**config.mk**
```make
export PLATFORM = sky130hd
export DESIGN_NAME = nrisc_ula_seq
export DESIGN_NICKNAME = d
export VERILOG_FILES = /design/src/rtl/nrisc_ula_pkg.sv /design/src/rtl/nrisc_regfile.sv /design/src/rtl/nrisc_ula_seq.sv
export SDC_FILE = /design/constraint.sdc
export NUM_CORES = 1
export LEC_CHECK = 0
export CAP_MARGIN = 20
export CORE_MARGIN = 4
export CORE_UTILIZATION = 35
export DETAILED_ROUTE_END_ITERATION = 8
export HOLD_SLACK_MARGIN = 0.03
export PLACE_DENSITY_LB_ADDON = 0.15
export SLEW_MARGIN = 10
export SYNTH_ARGS = -nofsm -noshare
export SYNTH_HDL_FRONTEND = slang
export SYNTH_HIERARCHICAL = 1
export SYNTH_SLANG_ARGS = --single-unit
```
**constraint.sdc**
```tcl
create_clock -name clk -period 3.92 [get_ports clk]
set_clock_uncertainty 0.15 [all_clocks]
set_input_delay 0.784 -clock clk [delete_from_list [all_inputs] [get_ports clk]]
set_output_delay 0.784 -clock clk [all_outputs]
set_load 0.01 [all_outputs]
```
**src/rtl/nrisc_ula_pkg.sv**
```systemverilog
// Shared constants for the NRISC ALU issue/writeback sequencer:
// widths, ALU opcodes, flag bit positions and the sequencer state encoding.
package nrisc_ula_pkg;

  localparam int TAM_DEFAULT  = 16;
  localparam int NREG_DEFAULT = 8;
  localparam int RW_DEFAULT   = 3;

  localparam logic [3:0] OP_ADD = 4'h0;
  localparam logic [3:0] OP_SUB = 4'h1;
  localparam logic [3:0] OP_AND = 4'h2;
  localparam logic [3:0] OP_OR  = 4'h3;
  localparam logic [3:0] OP_XOR = 4'h4;
  localparam logic [3:0] OP_SHR = 4'h5;
  localparam logic [3:0] OP_SHL = 4'h6;
  localparam logic [3:0] OP_NOT = 4'h7;
  // Bit 3 of the control word turns a shift into a rotate.
  localparam logic [3:0] OP_ROT = 4'h8;

  localparam int FLG_C = 0;
  localparam int FLG_Z = 1;
  localparam int FLG_M = 2;

  typedef enum logic [1:0] {
    ST_IDLE    = 2'b00,
    ST_ISSUE   = 2'b01,
    ST_CAPTURE = 2'b10
  } seq_state_e;

endpackage

```
**src/rtl/nrisc_regfile.sv**
```systemverilog
// General register file: NREG x TAM, one synchronous write port,
// three asynchronous read ports (operand A, operand B, debug), reset to zero.
module nrisc_regfile
  import nrisc_ula_pkg::*;
#(
  parameter int TAM  = TAM_DEFAULT,
  parameter int NREG = NREG_DEFAULT,
  parameter int RW   = RW_DEFAULT
) (
  input  logic            clk,
  input  logic            rst,
  input  logic            we_i,
  input  logic [RW-1:0]   waddr_i,
  input  logic [TAM-1:0]  wdata_i,
  input  logic [RW-1:0]   raddrA_i,
  output logic [TAM-1:0]  rdataA_o,
  input  logic [RW-1:0]   raddrB_i,
  output logic [TAM-1:0]  rdataB_o,
  input  logic [RW-1:0]   raddrDbg_i,
  output logic [TAM-1:0]  rdataDbg_o
);

  logic [TAM-1:0] regs_q [NREG];

  always_ff @(posedge clk) begin
    if (rst) begin
      for (int i = 0; i < NREG; i++) begin
        regs_q[i] <= '0;
      end
    end else if (we_i) begin
      regs_q[waddr_i] <= wdata_i;
    end
  end

  assign rdataA_o   = regs_q[raddrA_i];
  assign rdataB_o   = regs_q[raddrB_i];
  assign rdataDbg_o = regs_q[raddrDbg_i];

endmodule

```
**src/rtl/nrisc_ula_seq.sv**
```systemverilog
// Issue/writeback sequencer for the registered NRISC ALU: reads operands from
// the register file, drives the ALU, and writes the result and flags back.
module nrisc_ula_seq
  import nrisc_ula_pkg::*;
#(
  parameter int TAM  = TAM_DEFAULT,
  parameter int NREG = NREG_DEFAULT,
  parameter int RW   = RW_DEFAULT
) (
  input  logic            clk,
  input  logic            rst,
  input  logic            instr_valid,
  output logic            instr_ready,
  input  logic [3:0]      instr_op,
  input  logic [RW-1:0]   instr_rd,
  input  logic [RW-1:0]   instr_rs,
  input  logic            ld_valid,
  output logic            ld_ready,
  input  logic [RW-1:0]   ld_addr,
  input  logic [TAM-1:0]  ld_data,
  output logic [TAM-1:0]  ULA_A,
  output logic [TAM-1:0]  ULA_B,
  output logic [3:0]      ULA_ctrl,
  input  logic [TAM-1:0]  ULA_OUT,
  input  logic [2:0]      ULA_flags,
  output logic            wb_valid,
  output logic [RW-1:0]   wb_addr,
  output logic [TAM-1:0]  wb_data,
  output logic [2:0]      flags,
  output logic            busy,
  input  logic [RW-1:0]   dbg_addr,
  output logic [TAM-1:0]  dbg_data
);

  seq_state_e     state_q, state_d;
  logic [TAM-1:0] ulaA_q, ulaB_q;
  logic [3:0]     ulaCtrl_q;
  logic [RW-1:0]  rdHold_q;
  logic [2:0]     flags_q;

  logic           instrFire;
  logic           rfWe;
  logic [RW-1:0]  rfWaddr;
  logic [TAM-1:0] rfWdata;
  logic [TAM-1:0] rdDataA, rdDataB;

  nrisc_regfile #(
    .TAM (TAM),
    .NREG(NREG),
    .RW  (RW)
  ) u_regfile (
    .clk       (clk),
    .rst       (rst),
    .we_i      (rfWe),
    .waddr_i   (rfWaddr),
    .wdata_i   (rfWdata),
    .raddrA_i  (instr_rd),
    .rdataA_o  (rdDataA),
    .raddrB_i  (instr_rs),
    .rdataB_o  (rdDataB),
    .raddrDbg_i(dbg_addr),
    .rdataDbg_o(dbg_data)
  );

  // Loads win over instructions in IDLE; the write port is shared between
  // loads (IDLE) and ALU writeback (CAPTURE), which never coincide.
  always_comb begin
    state_d     = state_q;
    instr_ready = 1'b0;
    ld_ready    = 1'b0;
    wb_valid    = 1'b0;
    instrFire   = 1'b0;
    rfWe        = 1'b0;
    rfWaddr     = ld_addr;
    rfWdata     = ld_data;
    case (state_q)
      ST_IDLE: begin
        ld_ready    = 1'b1;
        instr_ready = !ld_valid;
        rfWe        = ld_valid;
        instrFire   = instr_valid && !ld_valid;
        if (instrFire) begin
          state_d = ST_ISSUE;
        end
      end
      ST_ISSUE: begin
        state_d = ST_CAPTURE;
      end
      ST_CAPTURE: begin
        wb_valid = 1'b1;
        rfWe     = 1'b1;
        rfWaddr  = rdHold_q;
        rfWdata  = ULA_OUT;
        state_d  = ST_IDLE;
      end
      default: begin
        state_d = ST_IDLE;
      end
    endcase
  end

  always_ff @(posedge clk) begin
    if (rst) begin
      state_q   <= ST_IDLE;
      ulaA_q    <= '0;
      ulaB_q    <= '0;
      ulaCtrl_q <= '0;
      rdHold_q  <= '0;
      flags_q   <= '0;
    end else begin
      state_q <= state_d;
      if (instrFire) begin
        ulaA_q    <= rdDataA;
        ulaB_q    <= rdDataB;
        ulaCtrl_q <= instr_op;
        rdHold_q  <= instr_rd;
      end
      if (state_q == ST_CAPTURE) begin
        flags_q <= ULA_flags;
      end
    end
  end

  assign ULA_A    = ulaA_q;
  assign ULA_B    = ulaB_q;
  assign ULA_ctrl = ulaCtrl_q;
  assign wb_addr  = rdHold_q;
  assign wb_data  = ULA_OUT;
  assign flags    = flags_q;
  assign busy     = (state_q != ST_IDLE);

endmodule

```
# Word level (Yosys, flattened, before mapping)
# Memories as Yosys holds them, arrays and structs flattened. A register that Yosys moved wholly into a read port is not among the register bits.
# Index checks and enable logic that the tools add are counted.
[word_totals] register_bits=12 ramBits=128 input_bits=55 wordCells=30 memories=1
[mem_list] name="u_regfile.regs_q" words=8 width=16 rd=3 rd_clocked_by_memory_dff=2 wr=8 line="nrisc_regfile.sv:23" rtl="logic [TAM-1:0] regs_q [NREG];"
[classes] eq_ne=3 muxes=17 n_reduce_logical=5
[op_table] op="2-to-1 mux 16 bit" count=2
[op_table] op="OR reduction 16 bit" count=1
[op_table] op="2-to-1 mux 1 bit" count=10
[op_table] op="2-to-1 mux 3 bit" count=2
[op_table] op="case mux 2 bit (2 select lines)" count=1
[op_table] op="== test 2 x 1 -> 1 bit, second input constant" count=1
[op_table] op="== test 2 bit, second input constant" count=1
[op_table] op="zero test 2 bit" count=1
[op_table] op="2-to-1 mux 2 bit" count=1
[op_table] op="inequality test 2 bit, second input constant" count=1
[op_table] op="case mux 1 bit (2 select lines)" count=1
[op_table] op="nonzero test 2 bit" count=1
[op_table] op="logical AND 1 bit" count=1
[op_table] op="zero test 1 bit" count=1

# Logic depth before layout (Yosys ltp)
[depth] word_depth=7 ltp_mapped=8

# By module
# Netlist, hierarchy kept.
[by_module_without_submodules] module="nrisc_regfile" instances=1 cells_each=487 area_per_inst_um2=8018.9 seq_area_each_um2=3843.7
[by_module_without_submodules] module="nrisc_ula_seq" instances=1 cells_each=229 area_per_inst_um2=1979.4 seq_area_each_um2=880.8

# Worst setup path before layout
# Ideal clock, no wire load.
[synth_path] path_type="in2reg" start="in ld_addr[1]" end="mem u_regfile/regs_q[4][0] in the netlist's numbering (enable)" setup_time_ns=0.392 arrival_time_ns=2.666 required_time_ns=3.378 slack_ns=0.712 stages=6 n_path_buf=3 cell_sequence="mux2_2 or3b_1 clkbuf_1 buf_6 buf_4 o21bai_1"
[synth_rtl] element="start, declared" line="nrisc_ula_seq.sv:19" rtl="input logic [RW-1:0] ld_addr,"
[synth_rtl] element="end, declared" line="nrisc_regfile.sv:23"

# Final worst setup path
[layout_path] start="in dbg_addr[2]" end="out dbg_data[4]"
[layout_between] elab_chain_cells=1
[layout_lines] element="start, declared" line="nrisc_ula_seq.sv:31" rtl="input logic [RW-1:0] dbg_addr,"
[layout_lines] element="memory read (8 x 16 bit)"
[layout_lines] element="end, declared" line="nrisc_ula_seq.sv:32" rtl="output logic [TAM-1:0] dbg_data"
# Every way passes these cells.

==> flow_metrics.py <==
metrics = {
    "run_status": {
        "status": "completed",
    },
    "synthesis": {
        "synth_most_common_cell": "edfxtp_1",
        "synth.avg_cell_area_um2": 14.0,
        "synth_top_family_by_area": "multiplexers",
        "synth_simple_gate_area_share_pct": 11.0,
        "synth-seq-area-share_pct": 47.3,
        "synth_nets": 771,
        "ys_async_sr_fraction_pct": 0,
        "synth_cells": 716,
        "ys_types": 32,
        "synth-seq-cells": 172,
        "synth-xor-area-share_pct": 0,
        "ys.flop_type": "edfxtp_1",
        "synth_edf_count": 128,
        "ys_warn_count": 6,
        "syn_area_um2": 10000,
        "synthAdderAreaFrac_pct": 0,
        "yosys-top-cells-area": "edfxtp_1 38%, mux4_1 22%, dfxtp_1 8.8%, mux2_2 6.3%, nor3_1 6.1%",
        "yosys.area.top_type_share_pct": 38.4,
        "synth_commonest_cells": "128 x edfxtp_1, 122 x nor3_1, 84 x mux4_1",
        "synth_compound_area_share_pct": 2.89,
        "synthMuxAreaShare_pct": 32.6,
        "post-synth-top-area-cell": "edfxtp_1",
    },
    "global_routing": {
        "first_global_vias": 6927,
        "grtUsageTotal_pct": 17.8,
        "grt_pass1_wl_um": 42300,
        "grt_overflow_total": 0,
        "grt_max_degree": 41,
        "grt_antenna_before_repair": 0,
    },
    "die": {
        "fp.dieW_um": 177,
        "dieHeight_um": 177,
        "core-area_um2": 28000,
        "dieArea_um2": 31300,
        "pin_count": 133,
        "num_rows": 61,
        "start_util_pct": 35.7,
    },
    "drt": {
        "topRoutingLayerUsed": "met4",
        "wl_per_cell_um": 23.0,
        "drc": 0,
        "wl_met1_um": 12100,
        "firstDrtPassIters": 4,
        "dr_wl_met3_um": 1620,
        "wl_um": 27800,
        "viasPerCell": 5.52,
        "wl_met2_um": 13600,
        "route.vias.total": 6662,
        "drt_iter0_markers": 469,
        "ant_nets": 0,
    },
    "job": {
        "cap_violations": 0,
    },
    "layout": {
        "fin_util_pct": 43.3,
        "final_area_um2": 12100,
        "area_growth_syn_to_layout_pct": 21.3,
        "layout.cells.non_filler": 1207,
        "layout.nets": 872,
        "n_antenna_cell": 0,
        "layout-drive-gt1-share_pct": 20.9,
    },
    "worst_setup_path": {
        "slowest_stage": "clkdlybuf4s50_1",
        "cp_data_required_time_ns": 2.99,
        "path_max_fanout": 32,
        "worstPathCellList": "clkdlybuf4s50_1, buf_12, mux4_1, mux2_2, clkdlybuf4s50_1",
        "cp-start-kind": "primary input",
        "critPathMostFrequentCell": "clkdlybuf4s50_1",
        "crit_arrival_ns": 2.65,
        "crit_path_max_incr_delay_ns": 0.51,
        "path_class": "in -> out",
        "path_buf_inv": 3,
        "cp_top_family": "buffers and inverters",
        "worstSetupEndpointType": "primary output",
    },
    "placement": {
        "gp_congestion": 0.778,
        "place_inst": 1176,
        "place_ws_ns": 0.317,
        "dp_hpwl_um": 19000,
        "placed_area_um2": 11600,
        "io_buffers": 132,
    },
    "power_and_ir_drop": {
        "pwr_density_cell_nw_per_um2": 371,
        "peakVddDrop_v": 0.000340,
        "power_mw": 4.50,
        "leakage_nw": 4.23,
    },
    "clocking": {
        "cts-buffers-inserted": 17,
        "cts_max_level": 4,
        "clock_sinks": 172,
        "cts_buffer_depth": 2,
        "post_cts_resized": 0,
        "clkLatencyLatePin_ns": 0.43,
        "clkTransAtPathRegs_ns": 0.07,
        "root_buffer": "clkbuf_16",
        "cts_tree": "yes",
        "post-cts-setup-buffer-count": 0,
        "cts_hold_buf": 0,
    },
    "sta": {
        "rsz0062_at_grt": "false",
        "relSlewSlack_pct": 43.8,
        "tightestPinTransition_ns": 0.843,
        "drv_slew": 0,
        "setup_violations": 0,
        "period_needed_ns": 3.59,
        "setup_ws_ns": 0.335,
        "timing.fmax_mhz": 279,
        "fin_crit_sh_pct": 91.5,
        "tns_ns": 0,
        "hold_violations": 0,
        "timing.hold.ws_ns": 0.306,
    },
    "worst_hold_path": {
        "hold_path.class": "reg -> reg",
    },
}
[worst min-delay path: cells and delay by family, from the launching register on]
kind / cells / cell delay, ns
compound gates: 1 / 0.05
flops: 1 / 0.31
simple gates: 1 / 0.05
[final timing paths]
path / startpoint / endpoint / slack, ns / depth (start not counted)
worst min register to register: ULA_A[6]$_SDFFE_PP0P_ / ULA_A[6]$_SDFFE_PP0P_ / 0.31 / 2
worst max-delay path: dbg_addr[2] / dbg_data[4] / 0.33 / 5
worst max register to register: state_q[1]$_SDFFE_PP0P_ / u_regfile/regs_q[0][10]$_SDFFCE_PN0P_ / 0.82 / 6
worst min-delay path: ULA_A[6]$_SDFFE_PP0P_ / ULA_A[6]$_SDFFE_PP0P_ / 0.31 / 2
[power by group]
part	switching [mW]	leakage, nW	total [mW]	internal, mW
Clock	0.751	0.257	1.63	0.883
Combinational	0.371	2.31	0.759	0.388
Sequential	0.0650	1.66	2.11	2.05
[flip-flops by register name (all words and copies together), names as in the netlist]
name	count
u_regfile/regs_q	128
ULA_A	16
ULA_B	16
ULA_ctrl	4
flags	3
wb_addr	3
state_q	2
[logic make-up after synthesis]
family	Yosys count
AOI/OAI and AO/OA	47
DFF	172
muxes	166
and+or+nand+nor	224
buffers and inverters	107
[layout make-up]
cell class              count  area, um^2
clock buffers              17         425
clock inverters            14         136
fillers                  2543       15900
inverters                  17        63.8
multi-input cells         437        4670
flip-flops and latches    172        4720
well taps                 378         473
repair buffers            172        1640
[placed cells by master (no fill, tap or decap), types with 6 or more instances in the layout]
cell type	count
clkbuf_16	17
a21oi_2	9
mux2_2	56
nor2_1	6
nor3_2	6
nand2_1	70
buf_4	37
o21bai_1	8
nand2_2	9
nor3_1	122
clkinv_1	16
a21oi_1	30
dfxtp_1	44
mux2_1	11
edfxtp_1	128
mux4_1	84
mux4_2	12
clkdlybuf4s50_1	128
[per-layer routing]
layer / track usage [%] / up-vias
met5: 0 / -
met4: 5.48 / 0
met3: 2.86 / 35
met2: 30.2 / 228
met1: 23.6 / 3369
li1: - / 3030
(Power assumes the default switching activity.)
